## src/rtl/pipe_ctrl_pkg.sv

```systemverilog
// ---------------------------------------------------------------------------
// pipe_ctrl_pkg
// Shared definitions for the pipeline stall/forwarding controller:
//   state_e      sequencer states (RUN / MEM_WAIT / ERR)
//   FWD_*        operand select codes driven on fwda / fwdb
//   reg_hit()    "this stage writes a non-zero register equal to src"
// ---------------------------------------------------------------------------
package pipe_ctrl_pkg;

  typedef enum logic [1:0] {
    RUN      = 2'd0,
    MEM_WAIT = 2'd1,
    ERR      = 2'd2
  } state_e;

  localparam logic [1:0] FWD_RF   = 2'd0;
  localparam logic [1:0] FWD_EALU = 2'd1;
  localparam logic [1:0] FWD_MALU = 2'd2;
  localparam logic [1:0] FWD_MMO  = 2'd3;

  // Register 0 is hard-wired to zero, so a write to it never produces a match.
  function automatic logic reg_hit(input logic       wreg,
                                   input logic [4:0] rn,
                                   input logic [4:0] src);
    return wreg && (rn != 5'd0) && (rn == src);
  endfunction

endpackage

```

## src/rtl/pipe_fwd_unit.sv

```systemverilog
// ---------------------------------------------------------------------------
// pipe_fwd_unit
// Purely combinational forwarding compare for one ID-stage source operand.
// Ports:
//   src            in  5  ID-stage source register number
//   ewreg, em2reg  in  1  EX stage writes a register / is a load
//   ern            in  5  EX destination register
//   mwreg, mm2reg  in  1  MEM stage writes a register / is a load
//   mrn            in  5  MEM destination register
//   fwd_sel        out 2  FWD_RF / FWD_EALU / FWD_MALU / FWD_MMO
// ---------------------------------------------------------------------------
module pipe_fwd_unit
  import pipe_ctrl_pkg::*;
(
  input  logic [4:0] src,
  input  logic       ewreg,
  input  logic       em2reg,
  input  logic [4:0] ern,
  input  logic       mwreg,
  input  logic       mm2reg,
  input  logic [4:0] mrn,
  output logic [1:0] fwd_sel
);

  // The youngest producer wins: EX is checked before MEM. A load in EX has no
  // result yet, so it is excluded here and handled by the load-use stall.
  always_comb begin
    fwd_sel = FWD_RF;
    if (reg_hit(ewreg & ~em2reg, ern, src)) begin
      fwd_sel = FWD_EALU;
    end else if (reg_hit(mwreg, mrn, src)) begin
      fwd_sel = mm2reg ? FWD_MMO : FWD_MALU;
    end
  end

endmodule

```

## src/rtl/pipe_stall_ctrl.sv

```systemverilog
// ---------------------------------------------------------------------------
// pipe_stall_ctrl
// Central sequencer for the IF/ID, ID/EX, EX/MEM and MEM/WB pipeline
// registers. Decodes stage enables, flush/bubble controls and forwarding
// selects, and runs the data-memory request/acknowledge handshake with a
// timeout that parks the pipeline in a sticky error state.
// Ports:
//   clk, resetn             clock, asynchronous active-low reset
//   drs, drt                ID source registers; d_use_rs/d_use_rt mark real use
//   d_taken                 branch/jump resolved taken in ID
//   ewreg, em2reg, ern      EX stage write / load / destination
//   mwreg, mm2reg, mrn      MEM stage write / load / destination
//   mmem                    MEM stage holds a load or store
//   dmem_ack / dmem_req     data memory handshake
//   pc_en, fd_en, de_en, em_en   register load enables
//   fd_flush, de_bubble, mw_bubble  NOP insertion controls
//   fwda, fwdb              operand forwarding selects
//   mem_err                 sticky timeout error
//   stall_cycles            saturating count of cycles with pc_en=0
// ---------------------------------------------------------------------------
module pipe_stall_ctrl
  import pipe_ctrl_pkg::*;
#(
  parameter int MEM_TIMEOUT = 16,
  parameter int CNT_W       = 32
) (
  input  logic             clk,
  input  logic             resetn,
  input  logic [4:0]       drs,
  input  logic [4:0]       drt,
  input  logic             d_use_rs,
  input  logic             d_use_rt,
  input  logic             d_taken,
  input  logic             ewreg,
  input  logic             em2reg,
  input  logic [4:0]       ern,
  input  logic             mwreg,
  input  logic             mm2reg,
  input  logic [4:0]       mrn,
  input  logic             mmem,
  input  logic             dmem_ack,
  output logic             dmem_req,
  output logic             pc_en,
  output logic             fd_en,
  output logic             fd_flush,
  output logic             de_en,
  output logic             em_en,
  output logic             de_bubble,
  output logic             mw_bubble,
  output logic [1:0]       fwda,
  output logic [1:0]       fwdb,
  output logic             mem_err,
  output logic [CNT_W-1:0] stall_cycles
);

  localparam int               TMO_W    = $clog2(MEM_TIMEOUT);
  localparam logic [TMO_W-1:0] TMO_LAST = TMO_W'(MEM_TIMEOUT - 1);
  localparam logic [CNT_W-1:0] CNT_MAX  = '1;

  state_e             state_q, state_d;
  logic [TMO_W-1:0]   tmo_cnt_q, tmo_cnt_d;
  logic [CNT_W-1:0]   stall_cycles_q, stall_cycles_d;
  logic               mem_err_q, mem_err_d;
  logic               load_use;

  // Forwarding is decoded in every state; the enables decide whether the
  // selected operand is actually captured.
  pipe_fwd_unit u_fwd_rs (
    .src     (drs),
    .ewreg   (ewreg),
    .em2reg  (em2reg),
    .ern     (ern),
    .mwreg   (mwreg),
    .mm2reg  (mm2reg),
    .mrn     (mrn),
    .fwd_sel (fwda)
  );

  pipe_fwd_unit u_fwd_rt (
    .src     (drt),
    .ewreg   (ewreg),
    .em2reg  (em2reg),
    .ern     (ern),
    .mwreg   (mwreg),
    .mm2reg  (mm2reg),
    .mrn     (mrn),
    .fwd_sel (fwdb)
  );

  // A load in EX whose result the ID instruction really needs cannot be
  // forwarded in time, so ID must wait one cycle.
  always_comb begin
    load_use = ewreg && em2reg && (ern != 5'd0) &&
               ((d_use_rs && (ern == drs)) || (d_use_rt && (ern == drt)));
  end

  // Next-state and output decode. A memory access that is not acknowledged
  // in RUN stalls the whole pipe in that same cycle, so the entry cycle looks
  // exactly like a MEM_WAIT cycle. The ack cycle in MEM_WAIT releases every
  // stage at once so MEM-WB captures the returned data.
  always_comb begin
    state_d   = state_q;
    tmo_cnt_d = tmo_cnt_q;
    mem_err_d = mem_err_q;
    dmem_req  = 1'b0;
    pc_en     = 1'b1;
    fd_en     = 1'b1;
    de_en     = 1'b1;
    em_en     = 1'b1;
    fd_flush  = 1'b0;
    de_bubble = 1'b0;
    mw_bubble = 1'b0;

    case (state_q)
      RUN: begin
        dmem_req  = mmem;
        tmo_cnt_d = '0;
        if (mmem && !dmem_ack) begin
          pc_en     = 1'b0;
          fd_en     = 1'b0;
          de_en     = 1'b0;
          em_en     = 1'b0;
          mw_bubble = 1'b1;
          state_d   = MEM_WAIT;
        end else if (load_use) begin
          pc_en     = 1'b0;
          fd_en     = 1'b0;
          de_bubble = 1'b1;
        end else if (d_taken) begin
          fd_flush  = 1'b1;
        end
      end

      MEM_WAIT: begin
        dmem_req = 1'b1;
        if (dmem_ack) begin
          state_d   = RUN;
          tmo_cnt_d = '0;
        end else begin
          pc_en     = 1'b0;
          fd_en     = 1'b0;
          de_en     = 1'b0;
          em_en     = 1'b0;
          mw_bubble = 1'b1;
          if (tmo_cnt_q == TMO_LAST) begin
            state_d   = ERR;
            mem_err_d = 1'b1;
            tmo_cnt_d = '0;
          end else begin
            tmo_cnt_d = tmo_cnt_q + TMO_W'(1);
          end
        end
      end

      // ERR, and any corrupted encoding, freezes the pipe until reset.
      default: begin
        pc_en     = 1'b0;
        fd_en     = 1'b0;
        de_en     = 1'b0;
        em_en     = 1'b0;
        state_d   = ERR;
        mem_err_d = 1'b1;
      end
    endcase
  end

  // Performance counter: counts every frozen-PC cycle outside ERR and sticks
  // at all-ones instead of wrapping.
  always_comb begin
    stall_cycles_d = stall_cycles_q;
    if ((state_q != ERR) && !pc_en && (stall_cycles_q != CNT_MAX)) begin
      stall_cycles_d = stall_cycles_q + CNT_W'(1);
    end
  end

  // State, timeout, error and counter registers.
  always_ff @(posedge clk or negedge resetn) begin
    if (!resetn) begin
      state_q        <= RUN;
      tmo_cnt_q      <= '0;
      mem_err_q      <= 1'b0;
      stall_cycles_q <= '0;
    end else begin
      state_q        <= state_d;
      tmo_cnt_q      <= tmo_cnt_d;
      mem_err_q      <= mem_err_d;
      stall_cycles_q <= stall_cycles_d;
    end
  end

  assign mem_err      = mem_err_q;
  assign stall_cycles = stall_cycles_q;

endmodule

```

## config.mk

```make
export PLATFORM = sky130hd
export DESIGN_NAME = pipe_stall_ctrl
export DESIGN_NICKNAME = d
export VERILOG_FILES = /design/src/rtl/pipe_ctrl_pkg.sv /design/src/rtl/pipe_fwd_unit.sv /design/src/rtl/pipe_stall_ctrl.sv
export SDC_FILE = /design/constraint.sdc
export NUM_CORES = 1
export LEC_CHECK = 0
export CORE_ASPECT_RATIO = 1.5
export CORE_MARGIN = 2
export CORE_UTILIZATION = 35
export CTS_CLUSTER_DIAMETER = 120
export DETAILED_ROUTE_END_ITERATION = 8
export GPL_TIMING_DRIVEN = 0
export SLEW_MARGIN = 0
export SYNTH_ARGS = -nofsm -noshare
export SYNTH_HDL_FRONTEND = slang
export SYNTH_SLANG_ARGS = --single-unit
```

## constraint.sdc

```tcl
create_clock -name clk -period 5.5 [get_ports clk]
set_clock_uncertainty 0.2 [all_clocks]
set_input_delay 0.825 -clock clk [delete_from_list [all_inputs] [get_ports clk]]
set_output_delay 0.825 -clock clk [all_outputs]
set_load 0.01 [all_outputs]
```

# Yosys cells after proc, flatten, opt, wreduce, memory -nomap -nowiden

Cells that the tools add are included.

Flip-flop bits (word level): 39
Word-level logic and storage cells: 76
Input bits: 31
Output and inout port bits: 45

Reduce and logical (&&, ||, !) cells: 23
Bitwise logic cells: 3
Multiplexer cells: 32
$add $sub $neg: 2
Eq/ne operators: 12

Operators with widths:

| cell                  | count |
|---|---|
| $add 32x1->32 const B | 1 |
| $ne 32x32->1 const B  | 1 |
| $eq 5x5->1            | 4 |
| $mux 1                | 16 |
| $logic_and 1x1->1     | 14 |
| $mux 2                | 7 |
| $pmux 1 s2            | 5 |
| $reduce_bool 5->1     | 2 |
| $mux 4                | 2 |
| $ne 2x2->1 const B    | 4 |
| $pmux 4 s2            | 1 |
| $add 4x1->4 const B   | 1 |
| $eq 4x4->1 const B    | 1 |
| $pmux 2 s2            | 1 |
| $ne 3x3->1 const B    | 1 |
| $reduce_and 3->1      | 1 |
| $eq 2x1->1 const B    | 1 |
| $logic_not 1->1       | 2 |
| $logic_not 2->1       | 1 |
| $not 1->1             | 2 |
| $reduce_and 2->1      | 1 |
| $reduce_bool 2->1     | 1 |
| $and 1x1->1           | 1 |
| $logic_or 1x1->1      | 1 |

# Depth between registers and ports, before layout

Gate-level depths: netlist (run 1).

Depth in word-level cells: 10
Gate-level depth with buffers: 8
Gate-level depth less buffers: 7

# Cells and area by module

A second synthesis (run 1) with hierarchy kept.

Cells, all modules: 261
Area, all modules: 2590.0 sq um

Modules (own cells, without submodules):

| module          | seq. area each (sq um) | cells each | times used | area each (sq um) |
|---|---|---|---|---|
| pipe_stall_ctrl | 975.9                  | 217        | 1          | 2259.7 |
| pipe_fwd_unit   | 0.0                    | 22         | 2          | 165.2 |

# Worst setup path after synthesis (run 1)

Ideal clock, no wire load.

Path kind: input to output
Start point: input ern[1]
End point: output pc_en
Path slack: 2548 ps
Buffers on the path: 1
Cell stages on the path: 4
Arrival time: 1927 ps
Required time: 4475 ps
Path through: or4_4 o2111ai_1 o21a_1 buf_4

Word-level cells in the longest chain between the ends: 7
Elaborated cells on any way between the ends: 11
Classes of those cells: eq/ne (2); mux (3); reduce/logical (6)

RTL lines:

| item                     | RTL line              | text |
|---|---|---|
| start: declaration       | pipe_stall_ctrl.sv:36 | `input logic [4:0] ern,` |
| $eq 5x5->1               | pipe_stall_ctrl.sv:94 | `((d_use_rs && (ern == drs)) \|\| (d_use_rt && (ern == drt)));` |
| $logic_and 1x1->1        | pipe_stall_ctrl.sv:94 |  |
| $logic_or 1x1->1         | pipe_stall_ctrl.sv:94 |  |
| $logic_and 1x1->1 (*)    | pipe_stall_ctrl.sv:93 | `load_use = ewreg && em2reg && (ern != 5'd0) &&` |
| $mux 1 (*) (2 in series) | -                     |  |
| $pmux 1 s2 (*)           | -                     |  |
| end: declaration         | pipe_stall_ctrl.sv:43 | `output logic pc_en,` |

Mark *: on every way between the ends. The rest lies on a longest branch, timed or not.

# Worst setup path in the final report (run 1)

Start point: input ern[1]
End point: output pc_en

Word-level cells in the longest chain between the ends: 7
Elaborated cells on any way between the ends: 11
Classes of those cells: eq/ne (2); mux (3); reduce/logical (6)

RTL lines:

| item                  | RTL line               | text |
|---|---|---|
| $eq 5x5->1            | pipe_stall_ctrl.sv:94  |  |
| $logic_and 1x1->1     | pipe_stall_ctrl.sv:94  |  |
| $logic_or 1x1->1      | pipe_stall_ctrl.sv:94  |  |
| $logic_and 1x1->1 (*) | pipe_stall_ctrl.sv:93  |  |
| $mux 1 (*)            | pipe_stall_ctrl.sv:125 | `end else if (load_use) begin` |
| $mux 1 (*)            | pipe_stall_ctrl.sv:118 | `if (mmem && !dmem_ack) begin` |
| $pmux 1 s2 (*)        | pipe_stall_ctrl.sv:114 | `case (state_q)` |

Marked as above.

==> flow_summary.json, run 1 <==
{
  "synth-adder-area-share_pct": 1.08,
  "avgSynthCellArea_um2": 9.68,
  "start_util_pct": 36.1,
  "globalplace.congestion": 0.822,
  "vias": 2000,
  "crit_required_ns": 4.47,
  "ys_top_cells_by_area": "dfrtp_1, xor2_1, xnor2_1, nand3_1, nor2_1",
  "synth_cells": 240,
  "grt_use_met2_pct": 27.0,
  "clk-insertion-delay-late_ns": 0.29,
  "cts_resized": 0,
  "ctsHtreeMaxLevel": 2,
  "rsz0062_at_grt": "false",
  "synth_top_family_by_area": "simple AND/OR/NAND/NOR gates",
  "first_pass_iters": 4,
  "drt-total-wl_um": 5370,
  "setup_viol": 0,
  "grt_pass1_wl_um": 9160,
  "root_buffer": "clkbuf_8",
  "holdBufCountCts": 0,
  "grt_max_degree": 35,
  "synth_xor_area_share_pct": 19.2,
  "tritoncts": "done",
  "ys_ff_latch": 39,
  "end_kind": "output pin",
  "dp_hpwl_um": 4230,
  "drc_errors": 0,
  "syn2layout_area_growth_pct": 41.5,
  "powerDensity_nw_per_um2": 171,
  "period_minus_slack_ns": 3.99,
  "dpl_cell_area_um2": 3180,
  "stdcell_area_um2": 3290,
  "drive_gt1_share_pct": 9.88,
  "finalCritPeriodShare_pct": 72.6,
  "boundaryPins": 76,
  "worstPathArrival_ns": 2.97,
  "diodes": 0,
  "yosys.area_share.simple_pct": 27.6,
  "nNetsFinal": 356,
  "synthMuxAreaShare_pct": 0.485,
  "yosys.area.top_type_share_pct": 42.0,
  "core_um2": 6440,
  "die_w_um": 70.5,
  "fmax_ghz": 0.251,
  "synthesis.nets": 273,
  "tightest_slew_ns": 0.456,
  "synth-seq-area-share_pct": 42.0,
  "drtAntennaViolNets": 0,
  "total_leakage_power_nw": 1.42,
  "grtUsageMet1_pct": 17.5,
  "grt_antenna_before_repair": 0,
  "vias_per_cell": 5.00,
  "slew_violations": 0,
  "r2r-start": "stall_cycles[0]",
  "cts_buffers": 5,
  "synth_top_cell_by_area": "dfrtp_1",
  "path_clk_slew_ns": 0.08,
  "async_reset_ff_share_pct": 100,
  "die_h_um": 104,
  "synth_compound_area_share_pct": 5.92,
  "cts_buffer_depth": 2,
  "rows": 36,
  "ir_drop_v": 0.0000684,
  "io_buffers": 75,
  "finalHoldViolCount": 0,
  "yosys-top-cells-count": "dfrtp_1, xor2_1, nor2_1",
  "drtIter0Drc": 45,
  "slew_headroom_pct": 69.3,
  "critPathLaunchType": "input port",
  "synth_edf_count": 0,
  "cts_setup_buffers": 0,
  "outcome": "finished, final reports clean",
  "syn_area_um2": 2320,
  "grt-busiest-layer": "met2",
  "numClockSinks": 39,
  "synth_cell_types": 34,
  "yosys_most_used_dff": "dfrtp_1",
  "yosys.cell_count.top_type": "dfrtp_1",
  "grt_pass1_vias": 2036,
  "grt.overflow.total": 0,
  "yosys_warnings": 0,
  "drt-wirelength-per-cell_um": 13.4,
  "die_area_um2": 7320,
  "path_class": "in -> out",
  "cp_max_fo": 3,
  "crit_start": "ern[1]",
  "min_path_type": "in -> async",
  "gr-usage-all-layers_pct": 15.4,
  "grt_use_met3_pct": 3.11,
  "max_cap_violations": 0,
  "setup_tns_ns": 0
}
[cell type report]
| type | count | area [µm²] |
|---|---|---|
| fillers | 617 | 3150 |
| multi-input cells | 186 | 1260 |
| flip-flops and latches | 39 | 976 |
| repair buffers | 76 | 766 |
| clock buffers | 7 | 96.3 |
| well taps | 76 | 95.1 |
| plain buffers | 6 | 52.6 |
| inverters | 9 | 33.8 |
| clock inverters | 1 | 7.51 |
[worst paths after layout]
check	to	slack [ns]	cells after the start
setup reg to reg	stall_cycles[1]	3.02	7
max in group asynchronous	stall_cycles[19]	4.52	2
min in group clk	mem_err	0.28	1
setup / recovery	pc_en	1.51	6
hold / removal	stall_cycles[0]	0.15	1
hold reg to reg	mem_err	0.28	1
[logic make-up (layout without fill, tap and decap cells)]
logic type	Yosys count	count (layout)
AND/OR/NAND/NOR	112	112
multiplexers	1	1
AO/OA/AOI/OAI	20	20
flip-flops	39	39
XOR/XNOR	51	51
adder cells (fa/ha/maj)	2	2
buffers and inverters	15	99
[cells in the final DEF (no fill, tap or decap), drive strengths merged, types with 3 or more instances in the layout]
cell            n
xnor2          22
nand2          20
dfrtp          39
xor2           29
inv             9
a21o            4
nor2b           6
clkbuf          8
nor2           24
nor3           13
and3            3
nor4           12
nand4           9
o21ai           8
clkdlybuf4s50  74
buf             7
nand3          20
[routing by layer]
metal,vias to the layer above,share of wire (%)
met4,0,3.0
met1,924,41
met2,72,50
li1,992,-
met3,12,5.8
met5,-,0
[state kept, by name, summed over array words and instances, names as in the netlist]
register,cells
stall_cycles,32
tmo_cnt_q,4
state_q,2
mem_err,1
[where the power goes]
part / internal (mW) / switching (mW)
Sequential: 0.287 / 0.000359
Combinational: 0.0333 / 0.0256
Clock: 0.114 / 0.103
Total: 0.434 / 0.129
[critical path, cell delays in order]
cell and delay [ns]:
clkdlybuf4s50_1 0.49, or4_4 0.57, o2111ai_1 0.29, o21a_1 0.17, buf_4 0.10, clkdlybuf4s50_1 0.52
[stage by stage]
stage | setup WS, ns | utilization [%] | std cells | hold WS, ns | power (mW)
6_report | 1.51 | 51.0 | 400 | 0.150 | 0.563
2_1_floorplan | 2.55 | - | 240 | 0.244 | 0.313
5_1_grt | 1.45 | 51.0 | 400 | 0.152 | 0.584
4_1_cts | 1.51 | 51.0 | 400 | 0.146 | 0.571
3_3_place_gp | 1.52 | 49.2 | 391 | 0.255 | 0.351
3_5_place_dp | 1.52 | 49.4 | 392 | 0.255 | 0.353
Power figures use the tool's default switching activity.
==> inputs of run 2 (changes only) <==
==> constraint.sdc (replaced) <==
create_clock -name clk -period 3.7 [get_ports clk]
set_clock_uncertainty 0.2 [all_clocks]
set_input_delay 0.555 -clock clk [delete_from_list [all_inputs] [get_ports clk]]
set_output_delay 0.555 -clock clk [all_outputs]
set_load 0.01 [all_outputs]
==> run 2 against run 1 <==
Compared with the run above:
- sequential power grew 49%
- combinational power grew 50%
- hold slack gained 0.13 ns
- register-to-register slack lost 1.8 ns
- worst setup slack lost 1.3 ns
- sequential share of layout area shrank 0.090 points
- total power grew 49%
- clock power grew 48%
- critical endpoint unchanged
- largest power group unchanged
- critical path depth is the same
- clock-buffer cell count is the same
- cell count grew 0.25%
- non-clock buffer count grew 1
==> flow_summary.json, run 2 (same netlist as run 1, synthesis figures left out) <==
{
  "outcome": "finished, final reports clean",
  "root_buffer": "clkbuf_8",
  "grt_max_degree": 35,
  "die_h_um": 104,
  "max_cap_violations": 0,
  "setup_viol": 0,
  "ir_drop_v": 0.000102,
  "p_int_uw": 646,
  "cts_resized": 0,
  "drt-wirelength-per-cell_um": 13.4,
  "powerDensity_nw_per_um2": 254,
  "end_kind": "output pin",
  "io_buffers": 75,
  "hold_ws_ns": 0.282,
  "fin_ws_ns": 0.248,
  "crit_required_ns": 2.94,
  "syn2layout_area_growth_pct": 41.9,
  "cts_buffers": 5,
  "cp_max_fo": 3,
  "critPathLaunchType": "input port",
  "dp.cells": 392,
  "grt_pass1_vias": 2036,
  "drive_gt1_share_pct": 9.85,
  "slew_headroom_pct": 70.3,
  "core_um2": 6440,
  "grt.overflow.total": 0,
  "switching_share_pct": 22.8,
  "clk-insertion-delay-late_ns": 0.29,
  "combPwrFrac_pct": 10.6,
  "fill_cells": 616,
  "rows": 36,
  "boundaryPins": 76,
  "die_area_um2": 7320,
  "tightest_slew_ns": 0.442,
  "p_clk_share_pct": 38.5,
  "nNetsFinal": 357,
  "stdcell_area_um2": 3300,
  "path_class": "in -> out",
  "final_cell_mix": "clkdlybuf4s50_1, dfrtp_1, xor2_1, nor2_1, xnor2_1",
  "vias": 2004,
  "total_leakage_power_nw": 1.42,
  "post-route-util_pct": 51.2,
  "globalplace.congestion": 0.822,
  "drt-total-wl_um": 5360,
  "drtAntennaViolNets": 0,
  "path_clk_slew_ns": 0.08,
  "dpl_worst_slack_ns": 0.259,
  "drc_errors": 0,
  "vias_per_cell": 5.00,
  "largest_reg_flops": 32,
  "diodes": 0,
  "tritoncts": "done",
  "setup_tns_ns": 0,
  "grt_antenna_before_repair": 0,
  "rsz0062_at_grt": "false",
  "slew_violations": 0,
  "gr-usage-all-layers_pct": 15.4,
  "cts_buffer_depth": 2,
  "rr_worst_depth": 7,
  "finalHoldViolCount": 0,
  "power_frac_seq_pct": 51.0,
  "die_w_um": 70.5,
  "first_pass_iters": 4,
  "cts_setup_buffers": 0,
  "start_util_pct": 36.1,
  "switching_power_uw": 191,
  "ctsHtreeMaxLevel": 2,
  "drtIter0Drc": 41,
  "worstPathArrival_ns": 2.70,
  "dpl_cell_area_um2": 3180,
  "min_delay_path_depth": 1,
  "power_uw": 837,
  "fmax_ghz": 0.290,
  "numClockSinks": 39,
  "grt_pass1_wl_um": 9160,
  "min_path_type": "reg -> reg",
  "final_common_cell": "clkdlybuf4s50_1",
  "finish.cell_count_without_fillers": 401,
  "finalCritPeriodShare_pct": 93.3,
  "dp_hpwl_um": 4230,
  "period_minus_slack_ns": 3.45
}
==> run 2: changes by cell type in the layout (fill, tap and decap cells not counted), sizes merged <==
cell         delta
dlygate4sd3     +1
==> run 2: path summary, 6_finish.rpt <==
path	from	endpoint	slack (ns)
worst max-delay path	ern[1]	pc_en	0.25
worst min-delay path	mem_err	mem_err	0.28
worst max register to register	stall_cycles[0]	stall_cycles[1]	1.24
worst min register to register	mem_err	mem_err	0.28
max in group asynchronous	resetn	stall_cycles[19]	2.45
min in group asynchronous	resetn	stall_cycles[0]	0.42
==> run 2: per-layer routing <==
metal / wire (µm) / up-vias / part of all wire [%] / global-route usage, %
met4: 160 / 0 / 3.0 / 7.01
li1: - / 994 / - / -
met2: 2720 / 71 / 51 / 27.0
met1: 2180 / 927 / 41 / 17.5
met5: 0 / - / 0 / 0
met3: 312 / 12 / 5.8 / 3.11
==> run 2: power groups by stage <==
stage / registers (mW) / clock network (mW) / logic (mW)
2_1_floorplan: 0.435 / 0 / 0.0302
3_3_place_gp: 0.435 / 0 / 0.0864
3_5_place_dp: 0.435 / 0 / 0.0890
4_1_cts: 0.427 / 0.333 / 0.0899
5_1_grt: 0.427 / 0.345 / 0.0980
6_report: 0.427 / 0.322 / 0.0884
==> run 2: area by class of cell <==
type / count / area (µm²) / share of cell area, %
buffer: 6 / 52.6 / 1.59
clock buffer: 7 / 96.3 / 2.92
clock inverter: 1 / 7.51 / 0.228
inverter: 9 / 33.8 / 1.02
multi-input combinational: 186 / 1260 / 38.2
sequential: 39 / 976 / 29.6
tap: 76 / 95.1 / 2.88
timing repair buffer: 77 / 776 / 23.5
==> run 2: worst max-delay path: stages <==
cell and delay, ns:
clkdlybuf4s50_1 0.49, or4_4 0.57, o2111ai_1 0.29, o21a_1 0.17
buf_4 0.10, clkdlybuf4s50_1 0.52
==> run 2: what timing repair did <==
action,CTS,global route
endpoints found under the hold margin,5,0
setup endpoints to repair,0,0
hold buffers,1,0
==> inputs of run 3 (changes only) <==
--- a/config.mk
+++ b/config.mk
@@ -11,7 +11,6 @@
 export CTS_CLUSTER_DIAMETER = 120
 export DETAILED_ROUTE_END_ITERATION = 8
 export GPL_TIMING_DRIVEN = 0
-export SLEW_MARGIN = 0
 export SYNTH_ARGS = -nofsm -noshare
 export SYNTH_HDL_FRONTEND = slang
 export SYNTH_SLANG_ARGS = --single-unit
==> results of run 3 <==
Final layout, timing and power as in run 2 (identical DEF).
